**config.mk**
```make
export PLATFORM = sky130hd
export DESIGN_NAME = vec_pe_sched
export DESIGN_NICKNAME = d
export VERILOG_FILES = /design/src/rtl/vec_pe_sched.sv
export SDC_FILE = /design/constraint.sdc
export NUM_CORES = 1
export LEC_CHECK = 0
export CAP_MARGIN = 10
export CORE_UTILIZATION = 30
export DETAILED_ROUTE_END_ITERATION = 7
export DONT_BUFFER_PORTS = 1
export PLACE_DENSITY = 0.55
export SETUP_SLACK_MARGIN = 0.3
export SKIP_LAST_GASP = 1
export SLEW_MARGIN = 20
export SYNTH_ARGS = -nofsm -noshare
export SYNTH_HDL_FRONTEND = slang
export SYNTH_SLANG_ARGS = --single-unit
```
**constraint.sdc**
```tcl
create_clock -name clk -period 4.65 [get_ports clk]
set_input_delay 0 -clock clk [delete_from_list [all_inputs] [get_ports clk]]
set_output_delay 0 -clock clk [all_outputs]
set_load 0.005 [all_outputs]
```
**src/rtl/vec_pe_sched.sv**
```systemverilog
// Job scheduler for the dual vectoring/rotation PE pair: job FIFO, registered issue stage,
// per-PE completion tracker and drain handshake. Optional same-cycle co-issue: VEC_PE_SCHED_COISSUE_EN.
module vec_pe_sched #(
    parameter int CORDIC_NUM = 14,
    parameter int TAG_W      = 4,
    parameter int DEPTH      = 4,
    parameter int LAT        = 4
) (
    input  logic                  clk,
    input  logic                  rst_n,
    input  logic                  req_valid_i,
    output logic                  req_ready_o,
    input  logic [1:0]            req_scheme_i,
    input  logic [1:0]            req_mask_i,
    input  logic [CORDIC_NUM-1:0] req_angle0_i,
    input  logic [CORDIC_NUM-1:0] req_angle1_i,
    input  logic [TAG_W-1:0]      req_tag_i,
    input  logic                  drain_i,
    output logic [1:0]            pe0_valid_o,
    output logic [1:0]            pe1_valid_o,
    output logic [1:0]            pe0_scheme_o,
    output logic [1:0]            pe1_scheme_o,
    output logic [CORDIC_NUM-1:0] angle0_o,
    output logic [CORDIC_NUM-1:0] angle1_o,
    output logic [TAG_W-1:0]      iss0_tag_o,
    output logic [TAG_W-1:0]      iss1_tag_o,
    output logic                  done0_valid_o,
    output logic [TAG_W-1:0]      done0_tag_o,
    output logic                  done1_valid_o,
    output logic [TAG_W-1:0]      done1_tag_o,
    output logic                  busy_o,
    output logic                  drain_done_o
);

    // state   | meaning
    // S_IDLE  | nothing accepted since reset or last drain
    // S_RUN   | accepting and issuing jobs
    // S_DRAIN | no new jobs; waiting for FIFO, issue regs and tracker to empty
    typedef enum logic [1:0] {S_IDLE, S_RUN, S_DRAIN} state_t;

    localparam int PW    = $clog2(DEPTH);
    localparam int CNT_W = PW + 1;

    state_t state, state_nxt;
    logic   drain_done_nxt;
    logic   live_q;

    logic [1:0]            fifo_scheme [DEPTH];
    logic [1:0]            fifo_mask   [DEPTH];
    logic [CORDIC_NUM-1:0] fifo_a0     [DEPTH];
    logic [CORDIC_NUM-1:0] fifo_a1     [DEPTH];
    logic [TAG_W-1:0]      fifo_tag    [DEPTH];
    logic [PW-1:0]         rd_ptr, wr_ptr, src1;
    logic [CNT_W-1:0]      count, pop_cnt;

    logic push, have_one, coissue, sel0, sel1, rr;
    logic act0_q, act1_q;

    logic [LAT-1:0]   trk0_v, trk1_v;
    logic [TAG_W-1:0] trk0_tag [LAT];
    logic [TAG_W-1:0] trk1_tag [LAT];

    assign req_ready_o = live_q && (count < CNT_W'(DEPTH)) && (state != S_DRAIN);
    assign push        = req_valid_i && req_ready_o;

    always_comb begin
        have_one = (count != '0);
        coissue  = 1'b0;
        src1     = rd_ptr;
`ifdef VEC_PE_SCHED_COISSUE_EN
        if (count >= CNT_W'(2)
            && fifo_a0[rd_ptr] == fifo_a0[rd_ptr + PW'(1)]
            && fifo_a1[rd_ptr] == fifo_a1[rd_ptr + PW'(1)]) begin
            coissue = 1'b1;
            src1    = rd_ptr + PW'(1);
        end
`endif
        sel0    = coissue || (have_one && !rr);
        sel1    = coissue || (have_one && rr);
        pop_cnt = coissue ? CNT_W'(2) : (have_one ? CNT_W'(1) : CNT_W'(0));
    end

    always_ff @(posedge clk) begin
        if (push) begin
            fifo_scheme[wr_ptr] <= req_scheme_i;
            fifo_mask[wr_ptr]   <= req_mask_i;
            fifo_a0[wr_ptr]     <= req_angle0_i;
            fifo_a1[wr_ptr]     <= req_angle1_i;
            fifo_tag[wr_ptr]    <= req_tag_i;
        end
    end

    always_ff @(posedge clk or negedge rst_n) begin
        if (!rst_n) begin
            rd_ptr <= '0;
            wr_ptr <= '0;
            count  <= '0;
            rr     <= 1'b0;
            live_q <= 1'b0;
        end else begin
            live_q <= 1'b1;
            wr_ptr <= wr_ptr + PW'(push);
            rd_ptr <= rd_ptr + pop_cnt[PW-1:0];
            count  <= count + CNT_W'(push) - pop_cnt;
            if (have_one && !coissue)
                rr <= ~rr;
        end
    end

    // Issue registers: non-selected PEs are zeroed so downstream sees clean idle slots.
    always_ff @(posedge clk or negedge rst_n) begin
        if (!rst_n) begin
            pe0_valid_o  <= '0;
            pe1_valid_o  <= '0;
            pe0_scheme_o <= '0;
            pe1_scheme_o <= '0;
            angle0_o     <= '0;
            angle1_o     <= '0;
            iss0_tag_o   <= '0;
            iss1_tag_o   <= '0;
            act0_q       <= 1'b0;
            act1_q       <= 1'b0;
        end else begin
            act0_q       <= sel0;
            act1_q       <= sel1;
            pe0_valid_o  <= sel0 ? fifo_mask[rd_ptr]   : 2'b00;
            pe0_scheme_o <= sel0 ? fifo_scheme[rd_ptr] : 2'b00;
            iss0_tag_o   <= sel0 ? fifo_tag[rd_ptr]    : '0;
            pe1_valid_o  <= sel1 ? fifo_mask[src1]     : 2'b00;
            pe1_scheme_o <= sel1 ? fifo_scheme[src1]   : 2'b00;
            iss1_tag_o   <= sel1 ? fifo_tag[src1]      : '0;
            angle0_o     <= have_one ? fifo_a0[rd_ptr] : '0;
            angle1_o     <= have_one ? fifo_a1[rd_ptr] : '0;
        end
    end

    always_ff @(posedge clk or negedge rst_n) begin
        if (!rst_n) begin
            trk0_v <= '0;
            trk1_v <= '0;
            for (int i = 0; i < LAT; i++) begin
                trk0_tag[i] <= '0;
                trk1_tag[i] <= '0;
            end
        end else begin
            trk0_v[0]   <= act0_q;
            trk1_v[0]   <= act1_q;
            trk0_tag[0] <= iss0_tag_o;
            trk1_tag[0] <= iss1_tag_o;
            for (int i = 1; i < LAT; i++) begin
                trk0_v[i]   <= trk0_v[i-1];
                trk1_v[i]   <= trk1_v[i-1];
                trk0_tag[i] <= trk0_tag[i-1];
                trk1_tag[i] <= trk1_tag[i-1];
            end
        end
    end

    assign done0_valid_o = trk0_v[LAT-1];
    assign done0_tag_o   = trk0_tag[LAT-1];
    assign done1_valid_o = trk1_v[LAT-1];
    assign done1_tag_o   = trk1_tag[LAT-1];
    assign busy_o        = (count != '0) || act0_q || act1_q || (|trk0_v) || (|trk1_v);

    always_comb begin
        state_nxt      = state;
        drain_done_nxt = 1'b0;
        case (state)
            S_IDLE: begin
                if (push)
                    state_nxt = drain_i ? S_DRAIN : S_RUN;
                else if (drain_i)
                    drain_done_nxt = 1'b1;
            end
            S_RUN: begin
                if (drain_i)
                    state_nxt = S_DRAIN;
            end
            S_DRAIN: begin
                if (!busy_o) begin
                    state_nxt      = S_IDLE;
                    drain_done_nxt = 1'b1;
                end
            end
            default: state_nxt = S_IDLE;
        endcase
    end

    always_ff @(posedge clk or negedge rst_n) begin
        if (!rst_n) begin
            state        <= S_IDLE;
            drain_done_o <= 1'b0;
        end else begin
            state        <= state_nxt;
            drain_done_o <= drain_done_nxt;
        end
    end

endmodule
```
==> implementation parameters <==
Parameter                              Value

Outcome
  Result of the run    completed

Pwr
  Overall power after layout    5.83 mW
  Combinational Power Share    14.1%
  Part of the total power dissipated in the clock network    33.6%
  Peak VDD IR    0.321 mV
  Power spent charging and discharging nets    1.46 mW
  PwrDens    583 mW/mm²
  Sequential Power Share    52.3%
  Leakage Power    3.73 nW
  Cell internal pwr    4.36 mW
  Switching power share of the total    25.1%

STA
  Final Hold Slack    0.160 ns
  Measured slew at the worst slew-check pin    1.01 ns
  Number of setup violations in the final report    0
  Setup TNS Final    0 ns
  Period Utilization, post-route    52.1%
  Number of max-slew violations in the final report    0
  Min Tclk post-route    2.42 ns
  Setup repair after global routing missed its margin    no
  Setup skew after layout    0.00933 ns
  Maximum clock rate    413 MHz
  Worst slew slack as a fraction of its limit    32.6%
  Final Hold Violating Endpoints    0

Cells and area
  Core Util, Final    36.8%
  Layout area overhead    19.5%
  Fraction of final layout cells with drive strength greater than 1    15.0%
  Design Area, Final    0.0100 mm²
  N_diodes    0
  Final layout net count    479

Detailed routing
  Total length of routed wires    14700 µm
  Starting DRC count in detailed routing    218
  Average vias per placed instance    4.32
  Post-route DRC violation count    0
  DR vias    3562
  Post-DRT Antenna Nets    0
  Avg WL per Cell    17.8 µm
  Count of TritonRoute iterations in the first routing pass    5

Synthesis
  Share of async-settable or async-resettable flops after synthesis    40.5%
  Most common flop cell mapped by yosys    edfxtp_1
  Synth Instances    382
  Proportion of synthesized chip area in sequential cells    80.9%
  List of most frequent post-synthesis cells    edfxtp_1 (144), dfrtp_1 (98), and2_1 (37)
  Fraction of synthesized cell area taken by the top area cell type    51.7%
  Synthesis Warnings    0
  Post-Synthesis Net Count    427
  Cell area after synthesis    0.00837 mm²
  Most frequently used cell type in the post-synthesis netlist    edfxtp_1
  Average footprint of a synthesized cell    21.9 µm²
  Number of distinct library cell variants in the gate-level netlist after synthesis    29
  Top cell type by total area after synthesis    edfxtp_1
  Number of register bits inferred by synthesis    242
  Count of flip-flops with a built-in enable after synthesis    144
  Top area cells in the synthesized netlist    edfxtp_1 (52%), dfrtp_1 (29%), mux4_1 (6.6%), mux4_2 (4.0%), and2_1 (2.8%)

GRT
  Vias in the first global route    3905
  Pin count of the biggest net entering global routing    99
  Global-route wire length before repair    23000 µm
  Congestion Overflow GR    0
  Antenna violations before repair    1
  Total track usage    10.7%

Job
  Number of max-cap violations    0

Worst setup path
  Endpoint kind of the worst setup timing path    flop
  Largest fanout on the critical path    40
  Critical Path AT    2.83 ns
  Startpoint Class    flop
  Critical path start-end classification    flop to flop
  Critical path data required time    5.06 ns

Clocking
  Later-pin clock latency in the skew report    0.52 ns
  Total number of H-tree levels    1
  CTS tree    done
  Post-CTS setup buffer count    0
  Post-CTS Resized    0
  CTS Buf Count    25
  Buffer cell driving the clock tree root    clkbuf_16
  CTS max path bufs    3
  Clock transition at the registers of the reported paths    0.06 ns
  Clock net sink count    242

Placement
  Final weighted congestion of routability-driven global placement    0.662
  Final HPWL DP    8170 µm
  Placed Area    0.00873 mm²
  Number of buffer cells added on primary ports    0

Die
  Horizontal extent of the die    169 µm
  Initial cell density of the core    30.8%
  Placeable Area    0.0272 mm²
  # IOs    97
  Total die area    0.0286 mm²
  Chip Height    169 µm
  # rows    60

Min path
  Hold Path Class    input port to asynchronous set/reset pin
## placed cells by master (no fill, tap or decap), types with 4 or more instances in the layout
cell	n
edfxtp_1	144
mux4_2	15
dfrtp_1	96
clkbuf_8	8
buf_4	5
inv_1	5
mux4_1	21
dlygate4sd3_1	40
clkinv_2	4
clkbuf_16	27
and2_1	37
and3_1	8
nor2_1	5
ha_1	4
## sequential cells by signal, summed over array words and instances, names as in the netlist, 3 cells and up
register / cells
trk1_v: 4
count: 3
trk1_tag: 12
fifo_tag: 16
trk0_tag: 12
iss1_tag_o: 4
fifo_mask: 8
done1_tag_o: 4
fifo_scheme: 8
fifo_a1: 56
angle0_o: 14
fifo_a0: 56
angle1_o: 14
iss0_tag_o: 4
done0_tag_o: 4
trk0_v: 4
## routing by layer
metal	global-route usage, %	share of wire (%)
met4	3.56	2.9
met2	18.2	49
met3	3.83	7.1
met1	12.6	41
met5	0	0.088
## cells by family (layout without fill, tap and decap cells)
group                      after synthesis  after routing  share of synthesized area (%)
AOI/OAI and AO/OA                        3              3                          0.269
xor gates and xnor gates                 4              4                          0.419
adders and majority gates                5              5                          0.837
buffers and inverters                   26             97                           2.15
DFF                                    242            242                           80.9
muxes                                   36             36                           10.6
other                                    1              1                         0.0448
and+or+nand+nor                         65             65                           4.71
## power groups by stage
stage               sequential (mW)  combinational [mW]  clock (mW)
floorplan                      2.88               0.803           0
global placement               3.09               0.765           0
detailed placement             3.11               0.788           0
CTS                            3.07               0.849        2.02
global route                   3.11               0.930        2.10
finish                         3.04               0.824        1.96
## area by class of cell
cell class                      instances  area [µm²]
Clock inverter                          7        36.3
Fill cell                            2536       17200
Clock buffer                           39         805
Timing Repair Buffer                   46         465
Sequential cell                       242        6780
Inverter                                5        18.8
Tap cell                              372         465
Multi-Input combinational cell        114        1430
## what timing repair did
item                                    CTS  global route
endpoints found under the setup margin    0             0
endpoints found under the hold margin   245             0
hold buffers                             41             0
## metrics by stage
| step | setup WS (ns) | std cells |
|---|---|---|
| 4_1_cts | 2.19 | 825 |
| 2_1_floorplan | 0.679 | 382 |
| 3_5_place_dp | 2.21 | 738 |
| 3_3_place_gp | 2.26 | 738 |
| 6_report | 2.23 | 825 |
| 5_1_grt | 2.02 | 825 |
## worst max-delay path, cell delays in order, from the launching register on
cell     delay, ns
dfrtp_1       0.41
nor3_1        0.32
inv_1         0.07
buf_4         0.28
ha_1          0.34
inv_1         0.04
ha_1          0.18
fa_1          0.38
xor2_1        0.16
xnor2_1       0.13
## worst paths after layout
check	from	end	slack [ns]	depth (start not counted)
worst max-delay path	count[2]	count[2]	2.23	9
worst min-delay path	rst_n	iss0_tag_o[3]	0.16	2
worst max register to register	count[2]	count[2]	2.23	9
worst min register to register	trk0_tag[10]	trk0_tag[6]	0.35	0
max in group asynchronous	rst_n	rd_ptr[1]	4.08	2
min in group clk	req_angle1_i[11]	fifo_a1[0][11]	0.18	1
Power figures use the tool's default switching activity.
